===== config.mk =====
export PLATFORM = sky130hd
export DESIGN_NAME = mem_bus_arbiter
export DESIGN_NICKNAME = d
export VERILOG_FILES = /design/src/rtl/mem_bus_arbiter.sv
export SDC_FILE = /design/constraint.sdc
export NUM_CORES = 1
export LEC_CHECK = 0
export CORE_MARGIN = 8
export CORE_UTILIZATION = 44
export DETAILED_ROUTE_END_ITERATION = 16
export GPL_TIMING_DRIVEN = 1
export PLACE_DENSITY_LB_ADDON = 0.3
export SKIP_LAST_GASP = 1
export SLEW_MARGIN = 5
export SYNTH_ARGS = -nofsm -noshare
export SYNTH_HDL_FRONTEND = slang
export SYNTH_SLANG_ARGS = --single-unit

===== constraint.sdc =====
create_clock -name clk -period 1.7 [get_ports clk]
set_input_delay 0.34 -clock clk [delete_from_list [all_inputs] [get_ports clk]]
set_output_delay 0.34 -clock clk [all_outputs]
set_load 0.03 [all_outputs]

===== src/rtl/mem_bus_arbiter.sv =====
// ---------------------------------------------------------------------------
// mem_bus_arbiter
//   Two-master / one-slave arbiter in front of the RAM controller. Each master
//   (M0 = RISC-V core, M1 = PIM engine / DMA) uses the core-style strobe/busy
//   protocol. A request is latched into a per-master pending register,
//   arbitrated round-robin, and issued to the slave one at a time. Read data
//   is returned in a per-master register that holds until the next read.
//
// Ports
//   clk, reset            rising-edge clock, synchronous active-high reset
//   mN_addr/wdata/wmask   request address, write data, byte write mask
//   mN_rstrb              read strobe (one-cycle pulse, wins over wmask)
//   mN_rdata              registered read data for master N
//   mN_rbusy / mN_wbusy   read / write outstanding for master N
//   s_addr/wdata/wmask    request to the RAM controller (zero when idle)
//   s_rstrb               read strobe to the RAM controller
//   s_rdata/rbusy/wbusy   response from the RAM controller
// ---------------------------------------------------------------------------
module mem_bus_arbiter #(
    parameter int ADDR_W    = 32,
    parameter int DATA_W    = 32,
    parameter int BUSY_WAIT = 2
) (
    input  logic                clk,
    input  logic                reset,
    input  logic [ADDR_W-1:0]   m0_addr,
    input  logic [DATA_W-1:0]   m0_wdata,
    input  logic [DATA_W/8-1:0] m0_wmask,
    input  logic                m0_rstrb,
    output logic [DATA_W-1:0]   m0_rdata,
    output logic                m0_rbusy,
    output logic                m0_wbusy,
    input  logic [ADDR_W-1:0]   m1_addr,
    input  logic [DATA_W-1:0]   m1_wdata,
    input  logic [DATA_W/8-1:0] m1_wmask,
    input  logic                m1_rstrb,
    output logic [DATA_W-1:0]   m1_rdata,
    output logic                m1_rbusy,
    output logic                m1_wbusy,
    output logic [ADDR_W-1:0]   s_addr,
    output logic [DATA_W-1:0]   s_wdata,
    output logic [DATA_W/8-1:0] s_wmask,
    output logic                s_rstrb,
    input  logic [DATA_W-1:0]   s_rdata,
    input  logic                s_rbusy,
    input  logic                s_wbusy
);

    localparam int MASK_W = DATA_W / 8;
    localparam int CNT_W  = $clog2(BUSY_WAIT + 1);
    localparam logic [CNT_W-1:0] CNT_MAX  = CNT_W'(BUSY_WAIT);
    localparam logic [CNT_W-1:0] CNT_LAST = CNT_W'(BUSY_WAIT - 1);

    typedef enum logic [1:0] {IDLE, ISSUE, WAIT} state_t;

    // Master inputs gathered into arrays so both channels share one code path
    logic [ADDR_W-1:0] in_addr  [2];
    logic [DATA_W-1:0] in_wdata [2];
    logic [MASK_W-1:0] in_wmask [2];
    logic [1:0]        in_rstrb;

    assign in_addr[0]  = m0_addr;
    assign in_addr[1]  = m1_addr;
    assign in_wdata[0] = m0_wdata;
    assign in_wdata[1] = m1_wdata;
    assign in_wmask[0] = m0_wmask;
    assign in_wmask[1] = m1_wmask;
    assign in_rstrb    = {m1_rstrb, m0_rstrb};

    state_t            state_q, state_d;
    logic              grant_q, grant_d;
    logic              last_grant_q, last_grant_d;
    logic [1:0]        pend_v_q, pend_v_d;
    logic [1:0]        pend_rd_q, pend_rd_d;
    logic [ADDR_W-1:0] pend_addr_q  [2];
    logic [ADDR_W-1:0] pend_addr_d  [2];
    logic [DATA_W-1:0] pend_wdata_q [2];
    logic [DATA_W-1:0] pend_wdata_d [2];
    logic [MASK_W-1:0] pend_wmask_q [2];
    logic [MASK_W-1:0] pend_wmask_d [2];
    logic [DATA_W-1:0] rdata_q [2];
    logic [DATA_W-1:0] rdata_d [2];
    logic [CNT_W-1:0]  wait_cnt_q, wait_cnt_d;
    logic              seen_busy_q, seen_busy_d;
    logic [ADDR_W-1:0] s_addr_q, s_addr_d;
    logic [DATA_W-1:0] s_wdata_q, s_wdata_d;
    logic [MASK_W-1:0] s_wmask_q, s_wmask_d;
    logic              s_rstrb_q, s_rstrb_d;

    logic gnt;
    logic busy_in;
    logic done;

    always_comb begin
        state_d      = state_q;
        grant_d      = grant_q;
        last_grant_d = last_grant_q;
        pend_v_d     = pend_v_q;
        pend_rd_d    = pend_rd_q;
        pend_addr_d  = pend_addr_q;
        pend_wdata_d = pend_wdata_q;
        pend_wmask_d = pend_wmask_q;
        rdata_d      = rdata_q;
        wait_cnt_d   = wait_cnt_q;
        seen_busy_d  = seen_busy_q;
        s_addr_d     = s_addr_q;
        s_wdata_d    = s_wdata_q;
        s_wmask_d    = s_wmask_q;
        s_rstrb_d    = s_rstrb_q;
        busy_in      = s_rbusy | s_wbusy;
        done         = 1'b0;

        // On a tie the master not served last wins; otherwise the sole requester
        gnt = (&pend_v_q) ? ~last_grant_q : pend_v_q[1];

        // Capture: only one outstanding request per master, later strobes ignored
        for (int unsigned n = 0; n < 2; n++) begin
            if (!pend_v_q[n] && (in_rstrb[n] || (|in_wmask[n]))) begin
                pend_v_d[n]     = 1'b1;
                pend_rd_d[n]    = in_rstrb[n];
                pend_addr_d[n]  = in_addr[n];
                pend_wdata_d[n] = in_wdata[n];
                pend_wmask_d[n] = in_wmask[n];
            end
        end

        // Slave outputs are registered, so they are loaded on entry to each state
        case (state_q)
            IDLE: begin
                if (|pend_v_q) begin
                    grant_d   = gnt;
                    s_addr_d  = pend_addr_q[gnt];
                    s_wdata_d = pend_wdata_q[gnt];
                    s_rstrb_d = pend_rd_q[gnt];
                    s_wmask_d = pend_rd_q[gnt] ? '0 : pend_wmask_q[gnt];
                    state_d   = ISSUE;
                end
            end
            ISSUE: begin
                s_rstrb_d   = 1'b0;
                s_wmask_d   = '0;
                wait_cnt_d  = '0;
                seen_busy_d = 1'b0;
                state_d     = WAIT;
            end
            WAIT: begin
                if (busy_in) begin
                    seen_busy_d = 1'b1;
                end
                if (wait_cnt_q != CNT_MAX) begin
                    wait_cnt_d = wait_cnt_q + 1'b1;
                end
                // Timeout covers addresses the slave never services (e.g. IO 0xFFC)
                done = seen_busy_q ? !busy_in
                                   : (!busy_in && (wait_cnt_q >= CNT_LAST));
                if (done) begin
                    if (pend_rd_q[grant_q]) begin
                        rdata_d[grant_q] = s_rdata;
                    end
                    pend_v_d[grant_q] = 1'b0;
                    last_grant_d      = grant_q;
                    s_addr_d          = '0;
                    s_wdata_d         = '0;
                    state_d           = IDLE;
                end
            end
            default: begin
                state_d = IDLE;
            end
        endcase
    end

    always_ff @(posedge clk) begin
        if (reset) begin
            state_q      <= IDLE;
            grant_q      <= 1'b0;
            last_grant_q <= 1'b1;
            pend_v_q     <= '0;
            pend_rd_q    <= '0;
            pend_addr_q  <= '{default: '0};
            pend_wdata_q <= '{default: '0};
            pend_wmask_q <= '{default: '0};
            rdata_q      <= '{default: '0};
            wait_cnt_q   <= '0;
            seen_busy_q  <= 1'b0;
            s_addr_q     <= '0;
            s_wdata_q    <= '0;
            s_wmask_q    <= '0;
            s_rstrb_q    <= 1'b0;
        end else begin
            state_q      <= state_d;
            grant_q      <= grant_d;
            last_grant_q <= last_grant_d;
            pend_v_q     <= pend_v_d;
            pend_rd_q    <= pend_rd_d;
            pend_addr_q  <= pend_addr_d;
            pend_wdata_q <= pend_wdata_d;
            pend_wmask_q <= pend_wmask_d;
            rdata_q      <= rdata_d;
            wait_cnt_q   <= wait_cnt_d;
            seen_busy_q  <= seen_busy_d;
            s_addr_q     <= s_addr_d;
            s_wdata_q    <= s_wdata_d;
            s_wmask_q    <= s_wmask_d;
            s_rstrb_q    <= s_rstrb_d;
        end
    end

    assign m0_rdata = rdata_q[0];
    assign m1_rdata = rdata_q[1];
    assign m0_rbusy = pend_v_q[0] &  pend_rd_q[0];
    assign m0_wbusy = pend_v_q[0] & ~pend_rd_q[0];
    assign m1_rbusy = pend_v_q[1] &  pend_rd_q[1];
    assign m1_wbusy = pend_v_q[1] & ~pend_rd_q[1];
    assign s_addr   = s_addr_q;
    assign s_wdata  = s_wdata_q;
    assign s_wmask  = s_wmask_q;
    assign s_rstrb  = s_rstrb_q;

endmodule


==> reports/qor.txt, run 1 <==
Grt met3 use: 4.59%
DR WL/cell: 19.2 um
Sink Count: 280
Die Height: 179 um
Share of Yosys cell area claimed by the top area cell type: 47.7%
Largest net degree at the start of global routing: 80
Clock buffer depth: 3
Skew-Pair Late Insertion Delay: 0.55 ns
Syn avg cell area: 9.07 sq um
Number of synthesized flops with an enable pin: 0
Area Overhead vs Synth: 42.0%
Most common library cells after synthesis: 333 x nand2_1, 280 x dfxtp_1, 197 x mux2i_1, 100 x clkbuf_1, 74 x o32ai_1
Max IR drop VDD: 775 uV
Crit end category: flop
Design Area, Final: 16700 sq um
Setup violators final: 0
Sw Share: 26.2%
Reg-to-Reg Start: pend_v_q[0]
DRC errors left: 0
Setup slack after layout: 0.00283 ns
Worst Hold Class: in -> reg
Global-route wire length before repair: 55.9 mm
Asr flop ratio synth: 0%
Final hold vios: 0
Htree depth: 1
Min Clock Period, post-route: 1.70 ns
CP Cell Sequence: buf_4 -> or2_2 -> and2_2 -> buf_12 -> o32ai_1
Sw Pwr: 4.27 mW
CP startpoint: pend_v_q[0]
Cell Int Power: 12.1 mW
Max Cap Viol: 0
Critical Path Source Type: flop
Gr ovfl total: 0
Lkg Pwr: 6.79 nW
Core box area: 26100 sq um
Area leader, netlist: dfxtp_1
Post-synthesis cell type count: 40
Fillers: 2197
Vias in the first global route: 10400
DP Area: 15600 sq um
Routed WL: 36.9 mm
Synth Register Bits: 280
Drt initial violations: 870
Tightest Pin Transition: 0.694 ns
CP required: 2.15 ns
R2R cell count: 5
Pre-antenna DRT Iters: 4
Run status: completed
Fmax: 0.589 GHz
Nets: 1738
Layout cell share with drive strength beyond 1: 10.3%
Reg clk slew, reported paths: 0.06 ns
Post-synth top flop: dfxtp_1
Clock Root Buffer: clkbuf_16
Post-route ant nets: 0
CP Max Fanout: 37
Yosys warns: 0
TritonCTS clock tree: yes
CP max stage delay: 0.35 ns
Critical path arrival: 2.15 ns
IO buf count: 310
Total GRT Usage: 21.4%
Sequential cell area fraction in the yosys report: 47.7%
Dpl hpwl: 24.6 mm
Vias: 10600
TritonCTS Buffers: 29
Starting Density: 44.9%
Initial antenna violation count: 3
Worst Clk Skew: 0.0166 ns
Io pins: 311
GR peak layer: met2
RSZ-0062 raised after global routing: yes
Power Dens Cells: 980 nW/um^2
Post-Syn Area: 11700 sq um
Met1 usage: 27.8%
Num rows: 59
Cells after synthesis: 1295
Relative slew slack: 53.7%
Syn nets: 1471
CP max stage cell: dfxtp_4
Hold path cells: 3
Synth area leaders: dfxtp_1 48%, mux2i_1 17%, nand2_1 11%
Flop-to-flop setup slack: 0.003 ns
GRT met2 Usage: 35.2%
Gpl congestion: 0.814
Comb power frac: 15.4%
Slew Viols, Final: 0
Critical path type: reg -> reg
Vias per Instance: 5.53
DIE AREA: 32200 sq um
Reg2Reg Capture Point: s_wdata[9]
Place WS: -0.471 ns
Seq pwr share: 43.5%
Capture point of the worst path: s_wdata[9]
Die X: 179 um
Cell with the most instances after synthesis: nand2_1
Fin Hold WS: 0.276 ns
Clock power share: 41.2%
Final worst-path cycle share: 99.8%
[worst min-delay path by stage]
stage,startpoint,end,slack [ns]
2_1_floorplan,pend_wmask_q[2],pend_wmask_q[2],0.43
3_3_place_gp,pend_wmask_q[2],pend_wmask_q[2],0.44
3_5_place_dp,pend_wmask_q[2],pend_wmask_q[2],0.44
4_1_cts,reset,pend_v_q[0],0.26
5_1_grt,reset,seen_busy_q,0.29
6_report,reset,pend_v_q[0],0.28
[final cells by class]
cell class / count / area [sq um] / area share (%)
diodes: 2 / 5.00 / 0.0300
clock inverters: 14 / 185 / 1.11
flip-flops and latches: 280 / 5620 / 33.7
repair buffers: 373 / 3800 / 22.8
inverters: 16 / 67.6 / 0.405
clock buffers: 38 / 830 / 4.97
multi-input cells: 862 / 5760 / 34.5
well taps: 335 / 419 / 2.51
[cell families after synthesis]
family / count (synthesis) / share of synthesized area, %
buffers and inverters: 153 / 5.32
AO/OA/AOI/OAI: 227 / 13.7
AND/OR/NAND/NOR: 436 / 16.2
adder cells (fa/ha/maj): 2 / 0.213
multiplexers: 197 / 16.8
flip-flops: 280 / 47.7
[routing by layer]
layer	vias to the layer above	wire, um	part of all wire [%]
met3	65	2720	7.4
met1	5082	15900	43
met5	-	23	0.062
li1	5134	-	-
met2	341	17300	47
met4	4	896	2.4
[critical path: cells and delay by family (launching register included)]
kind	cells	cell delay, ns
and+or+nand+nor	2	0.58
DFF	1	0.35
buffers and inverters	2	0.35
AOI/OAI and AO/OA	1	0.31
[layout by cell type (no fill, tap or decap), types with 15 or more instances in the layout]
cell type,instances
o32ai_2,20
dlygate4sd2_1,101
buf_12,29
clkbuf_16,29
a21oi_1,69
clkdlybuf4s50_1,172
o32ai_1,54
buf_4,34
inv_1,15
nand4_1,64
clkdlybuf4s15_1,27
mux2i_1,197
o31ai_1,64
nand2_1,333
dfxtp_1,276
[flip-flops by register name, indices dropped and copies added (netlist names), 4 cells and up]
name / flops
m0_rdata: 32
m1_rdata: 32
pend_addr_q: 64
pend_wdata_q: 64
pend_wmask_q: 8
s_addr: 32
s_wdata: 32
s_wmask: 4
[timing repair]
item,CTS,global route
buffers inserted,4,2
setup endpoints to repair,137,46
gates resized for setup,158,48
hold buffers,0,0
[power by group through the flow]
stage | combinational, mW | sequential, mW | clock (mW)
6_report | 2.51 | 7.10 | 6.73
5_1_grt | 2.67 | 7.13 | 7.07
4_1_cts | 2.45 | 7.09 | 6.86
3_5_place_dp | 2.48 | 7.24 | 0
3_3_place_gp | 2.45 | 7.23 | 0
2_1_floorplan | 1.15 | 7.36 | 0
[stage by stage]
step | utilization (%) | setup TNS, ns | total power [mW] | instances
final | 63.8 | 0 | 16.3 | 1920
after global routing | 63.8 | -0.105 | 16.9 | 1919
after CTS | 63.1 | -0.0355 | 16.4 | 1916
after detailed placement | 59.5 | -63.77 | 9.72 | 1860
after global placement | 59.5 | -57.83 | 9.68 | 1860
after floorplan | - | 0 | 8.52 | 1295
No activity file was read; power rests on OpenSTA's default activity.
==> inputs of run 2 (changes only) <==
--- a/config.mk
+++ b/config.mk
@@ -5,11 +5,12 @@
 export SDC_FILE = /design/constraint.sdc
 export NUM_CORES = 1
 export LEC_CHECK = 0
+export ABC_AREA = 1
 export CORE_MARGIN = 8
-export CORE_UTILIZATION = 44
+export CORE_UTILIZATION = 43
 export DETAILED_ROUTE_END_ITERATION = 16
 export GPL_TIMING_DRIVEN = 1
-export PLACE_DENSITY_LB_ADDON = 0.3
+export PLACE_DENSITY = 0.87
 export SKIP_LAST_GASP = 1
 export SLEW_MARGIN = 5
 export SYNTH_ARGS = -nofsm -noshare
==> reports/qor.txt, run 2 <==
Run status: completed
Register area: 5610 sq um (about the same)
Area Overhead vs Synth: 43.0%
Fillers: 2077 (-5.5%)
Layout cell share with drive strength beyond 1: 10.6% (+0.26 points)
Max layer used: met4
Relative slew slack: 58.9% (+5.1 points)
Vias per Instance: 5.23 (-5.5%)
Gpl congestion: 0.822 (+1.1%)
Syn nets: 1619 (+10%)
Critical path arrival: 1.34 ns (-0.81 ns)
Most common library cells after synthesis: 403 x nor2_1, 280 x dfxtp_1, 213 x o21ai_0, 132 x nand2_1, 74 x inv_1
Largest regs: pend_addr_q: 64 flops, pend_wdata_q: 64 flops
Post-Syn Area: 10900 sq um (-7.4%)
Total GRT Usage: 22.6% (+1.1 points)
Clock Root Buffer: clkbuf_16
Hold buffers post-CTS: 0 (unchanged)
Lkg Pwr: 6.97 nW (+2.7%)
Area leader, netlist: dfxtp_1
TritonCTS clock tree: yes
DR WL/cell: 17.5 um (-8.6%)
Reg clk slew, reported paths: 0.06 ns (about the same)
Core Util, Final: 62.1% (-1.7 points)
Num rows: 58 (-1.7%)
Core box area: 25000 sq um (-4.2%)
IO buf count: 310 (unchanged)
Flop-to-flop setup slack: 0.04 ns (+0.04 ns)
Gr ovfl total: 0 (unchanged)
M1 wire length: 14.7 mm (-8.1%)
Final worst-path cycle share: 98.7% (-1.1 points)
Die Height: 175 um (-2.4%)
Cell with the most instances after synthesis: nor2_1
CP required: 1.36 ns (-0.79 ns)
Hold path cells: 4 (+1)
Htree depth: 1 (unchanged)
RSZ-0062 raised after global routing: yes
DRC errors left: 0 (unchanged)
Synth area leaders: dfxtp_1 52%, nor2_1 14%, o21ai_0 9.8%
Post-synthesis cell type count: 26 (-35%)
Asr flop ratio synth: 0% (unchanged)
Most common cell after layout, fill and taps aside: nor2_1
Met2 WL: 17.6 mm (+2.0%)
Io pins: 311 (unchanged)
Area occupied by multi-input gates: 4530 sq um (-21%)
Final non-filler cell total: 2098 (+9.3%)
Power Dens Cells: 1030 nW/um^2 (+5.4%)
Dpl cells: 2026 (+8.9%)
Syn avg cell area: 7.53 sq um (-17%)
Starting Density: 43.4% (-1.5 points)
Commonest non-fill, non-tap cells in the layout: 401 x nor2_1, 275 x dfxtp_1, 211 x o21ai_0
Vias: 11000 (+3.3%)
Routed WL: 36.8 mm (-0.18%)
Max IR drop VDD: 672 uV (-13%)
Global-route wire length before repair: 56.8 mm (+1.6%)
Initial antenna violation count: 5 (+2)
Sink Count: 280 (unchanged)
Pre-antenna DRT Iters: 6 (+2)
Max Cap Viol: 0 (unchanged)
Largest net degree at the start of global routing: 82 (+2.5%)
Critical Path Source Type: flop
Post-route ant nets: 0 (unchanged)
Vias in the first global route: 10900 (+4.7%)
Yosys warns: 0 (unchanged)
CP Max Fanout: 3 (-92%)
Cells after synthesis: 1443 (+11%)
Synth Register Bits: 280 (unchanged)
Nets: 1918 (+10%)
DIE AREA: 30600 sq um (-4.8%)
Dpl hpwl: 24.4 mm (-0.82%)
Setup violators final: 0 (unchanged)
Tightest Pin Transition: 0.617 ns (-0.0770 ns)
WL met3: 2.25 mm (-17%)
Share of Yosys cell area claimed by the top area cell type: 51.6% (+3.8 points)
Number of synthesized flops with an enable pin: 0 (unchanged)
Critical path type: reg -> out
Drt initial violations: 932 (+7.1%)
R2R cell count: 11 (+6)
Crit end category: output pin
Die X: 175 um (-2.4%)
Worst Hold Class: in -> reg
Sequential cell area fraction in the yosys report: 51.6% (+3.8 points)
Worst Clk Skew: 0.0150 ns (-0.00160 ns)
Slew Viols, Final: 0 (unchanged)
Min Clock Period, post-route: 1.68 ns (-0.0189 ns)
Final hold vios: 0 (unchanged)
Skew-Pair Late Insertion Delay: 0.54 ns (about the same)
Fmax: 0.596 GHz (+1.1%)
TritonCTS Buffers: 28 (-3.4%)
Post-synth top flop: dfxtp_1
Clock buffer depth: 3 (unchanged)
[run 2: cell types whose count changed after synthesis, moves of 58 or more]
cell	before	now
o32ai_1	74	0
o31ai_1	64	0
nand2_1	333	132
nor2_1	4	403
inv_1	16	74
o21ai_0	6	213
mux2i_1	197	0
[run 2: cell families after synthesis]
group,after synthesis,synth area share [%]
DFF,280,51.6
AOI/OAI and AO/OA,313,15.0
buffers and inverters,183,7.20
and+or+nand+nor,665,26.0
adders and majority gates,2,0.230
[run 2: what timing repair did]
action | in CTS | in global routing
setup buffers | 2 | 11
endpoints found under the setup margin | 198 | 121
gates resized for setup | 140 | 31
pin swaps | 3 | 9
gates cloned | 2 | 1
[run 2: area by class of cell]
type                            instances  area share, %
Tap cell                              330           2.66
Multi-Input combinational cell        982           29.2
Inverter                               78           2.00
Timing Repair Buffer                  372           24.1
Sequential cell                       280           36.1
Clock buffer                           45           5.57
Clock inverter                          5          0.362
Antenna cell                            6         0.0966
[run 2: final timing paths]
| kind | from | endpoint |
|---|---|---|
| worst max-delay path | pend_v_q[1] | m1_wbusy |
| worst min-delay path | reset | pend_wdata_q[59] |
| worst max register to register | wait_cnt_q[1] | s_addr[5] |
| worst min register to register | s_addr[18] | s_addr[18] |
[run 2: metal layers]
layer  track usage, %  vias to the layer above
met5                0                        -
met4             14.4                        0
met3             4.40                      137
met2             36.9                      447
met1             26.7                     5122
li1                 -                     5269
[run 2: worst max-delay path, stage by stage, from the launching register on]
cell and delay, ns:
dfxtp_2 0.34, buf_6 0.11, clkinvlp_4 0.10, nor2_4 0.12, buf_12 0.13
[run 2: power breakdown]
part | internal, mW | leakage (nW) | total [mW] | switching [mW]
clock network | 3.62 | 0.451 | 6.16 | 2.54
logic | 1.13 | 4.22 | 2.69 | 1.56
registers | 6.99 | 2.30 | 7.22 | 0.228
[run 2: stage by stage]
stage / instance area, sq um / total power, mW / hold slack, ns / setup slack (ns) / setup TNS, ns
2_1_floorplan: 10900 / 8.70 / 0.439 / 0.249 / 0
3_3_place_gp: 14500 / 9.88 / 0.448 / -0.463 / -48.28
3_5_place_dp: 14500 / 9.96 / 0.453 / -0.533 / -56.60
4_1_cts: 15300 / 16.0 / 0.215 / -0.210 / -5.05
5_1_grt: 15500 / 16.7 / 0.238 / -0.0356 / -0.639
6_report: 15500 / 16.1 / 0.234 / 0.0217 / 0
==> patch (settings of run 2) <==
Change the parameter `DATA_W` from 32 to 64.
--- a/src/rtl/mem_bus_arbiter.sv
+++ b/src/rtl/mem_bus_arbiter.sv
@@ -20,3 +20,3 @@
     parameter int ADDR_W    = 32,
-    parameter int DATA_W    = 32,
+    parameter int DATA_W    = 64,
     parameter int BUSY_WAIT = 2
Ports: changed (9 resized); port bits go from 311 to 515. No check against the original RTL was run, so the function may have changed too.
==> patch against run 2 <==
  * The run now ends with setup timing left
  * Clock power increased by 72%
  * Clock skew increased by 5.7 ps
  * Sequential cell count grew 172
  * Setup slack got worse by 32 ps
  * Design area increased by 71%
  * Area after synthesis up 69%
  * Routed wire length is 84% higher
  * Maximum frequency fell by 1.9%
  * Power up 65%
  * Critical path type unchanged
  * Largest cell class unchanged
==> patch: results <==
cts:
  insertion_delay_ps: 570
  cts_buffers: 47
  ctsHtreeMaxLevel: 2
  clock-root-buffer: "clkbuf_16"
  cts_max_path_buffers: 3
logic_synthesis:
  ys_async_sr_fraction: 0
  ys_warn_count: 0
  syn_nets: 2869
  synthTopCellsByArea: "dfxtp_1, nor2_1, nand2_1"
  synth-seq-area-share: 0.492
  synth_common_cells: "nor2_1, dfxtp_1, nand2_1, nand3_1, inv_1"
setup_path:
  timing.rr.end: "s_addr[4]"
  slowest_delay_ps: 420
  r2r_cells: 9
  critPathTopFamily: "buffers and inverters"
  cp_max_fo: 2
  slowest_stage: "dlygate4sd2_1"
  rrSetupSlack_ps: 10
  r2r_start: "pend_v_q[0]"
  worst-endpoint-arrival_ps: 1370
final_layout:
  largest_register_ffs: 128
  finalNetCount: 3350
  top_register: "pend_wdata_q"
  drive_above_1_share: 0.131
place:
  gp_congestion: 0.867
  dp_hpwl_um: 45400
  pre_cts_ws_ps: -384
  place_area_um2: 24600
  portBuffers: 514
global_route:
  grt_max_degree: 112
  antenna_found_initial: 12
  grt_pass1_wl_um: 103000
  grt_usage: 0.256
  grt_pass1_vias: 18500
hold_path:
  hold_start: "reset"
  hold_path_depth: 3
  worstHoldEndpoint: "last_grant_q"
  min_path_type: "input port to flip-flop"
sta:
  finalWorstSetupSlack_ps: -10.6
  setup-tns-final_ps: -20.9
  relSlewSlack: 0.574
  clock_skew_ps: 20.7
  hold_violations: 0
  finalSetupViolations: 3
status:
  status: "complete, but fails checks"
  failed_checks: "setup timing"
route:
  drt_iter0_markers: 1401
  drt-pass1-iter-count: 5
  drt_wl_total_um: 67800
  ant_nets: 0
  routed_via_density: 5.16
pwr:
  peakVddDrop_uv: 973
  p_leak_uw: 0.0122
==> patch: cell count changes after synthesis, sizes merged, moves of 71 or more <==
cell,change
nor2,+283
nand2,+228
nand3,+181
dfxtp,+172
inv,+149
o21ai,-113
a21oi,+71
o211ai,+71
==> patch: logic make-up after synthesis <==
group	Yosys count	synth area share
buffers and inverters	412	0.0890
adders and majority gates	2	0.00136
and+or+nand+nor	1381	0.311
DFF	452	0.492
AOI/OAI and AO/OA	342	0.107
==> patch: routing by layer <==
layer	wire length, um	vias up	track usage
met2	32100	864	0.426
li1	-	9094	-
met1	25600	8722	0.294
met4	3350	10	0.129
met3	6700	198	0.0837
met5	55	-	0
==> patch: tightest hold or removal path: stages <==
cell	delay (ps)
buf_4	130
inv_8	130
nand3_1	110
==> patch: final cells by class <==
type                    count  area [um^2]
diodes                      8         20.0
clock buffers              69         1360
clock inverters            16          226
fillers                  3565        16100
inverters                 228          900
multi-input cells        1725         7950
flip-flops and latches    452         9060
well taps                 546          683
repair buffers            616         6390
==> patch: what timing repair did <==
| item | CTS | global route |
|---|---|---|
| gates resized for setup | 415 | 164 |
| endpoints found under the setup margin | 273 | 311 |
| cloned | 4 | 3 |
| endpoints found under the hold margin | 0 | 0 |
| buffers inserted | 4 | 12 |
| pin swaps | 1 | 16 |
==> patch: where the power goes <==
| group | switching (uW) | internal [uW] |
|---|---|---|
| clock network | 4310 | 6310 |
| logic | 2370 | 1920 |
| registers | 322 | 11200 |
==> patch: stage by stage <==
stage	std cells	hold slack, ps	utilization
2_1_floorplan	2589	440	-
4_1_cts	3639	141	0.616
5_1_grt	3657	179	0.623
3_3_place_gp	3547	449	0.576
6_report	3660	177	0.623
3_5_place_dp	3547	452	0.576
==> patch: worst max path at each step <==
stage                 from          endpoint  slack, ps  cells past startpoint
2_1_floorplan  pend_v_q[0]          m0_wbusy         40                      5
3_3_place_gp   m1_wmask[2]  pend_wdata_q[57]       -360                      8
3_5_place_dp   m1_wmask[2]  pend_wdata_q[43]       -380                      8
4_1_cts            s_rstrb           s_rstrb       -110                      1
5_1_grt          s_addr[5]         s_addr[5]        -60                      1
6_report         s_addr[5]         s_addr[5]        -10                      1
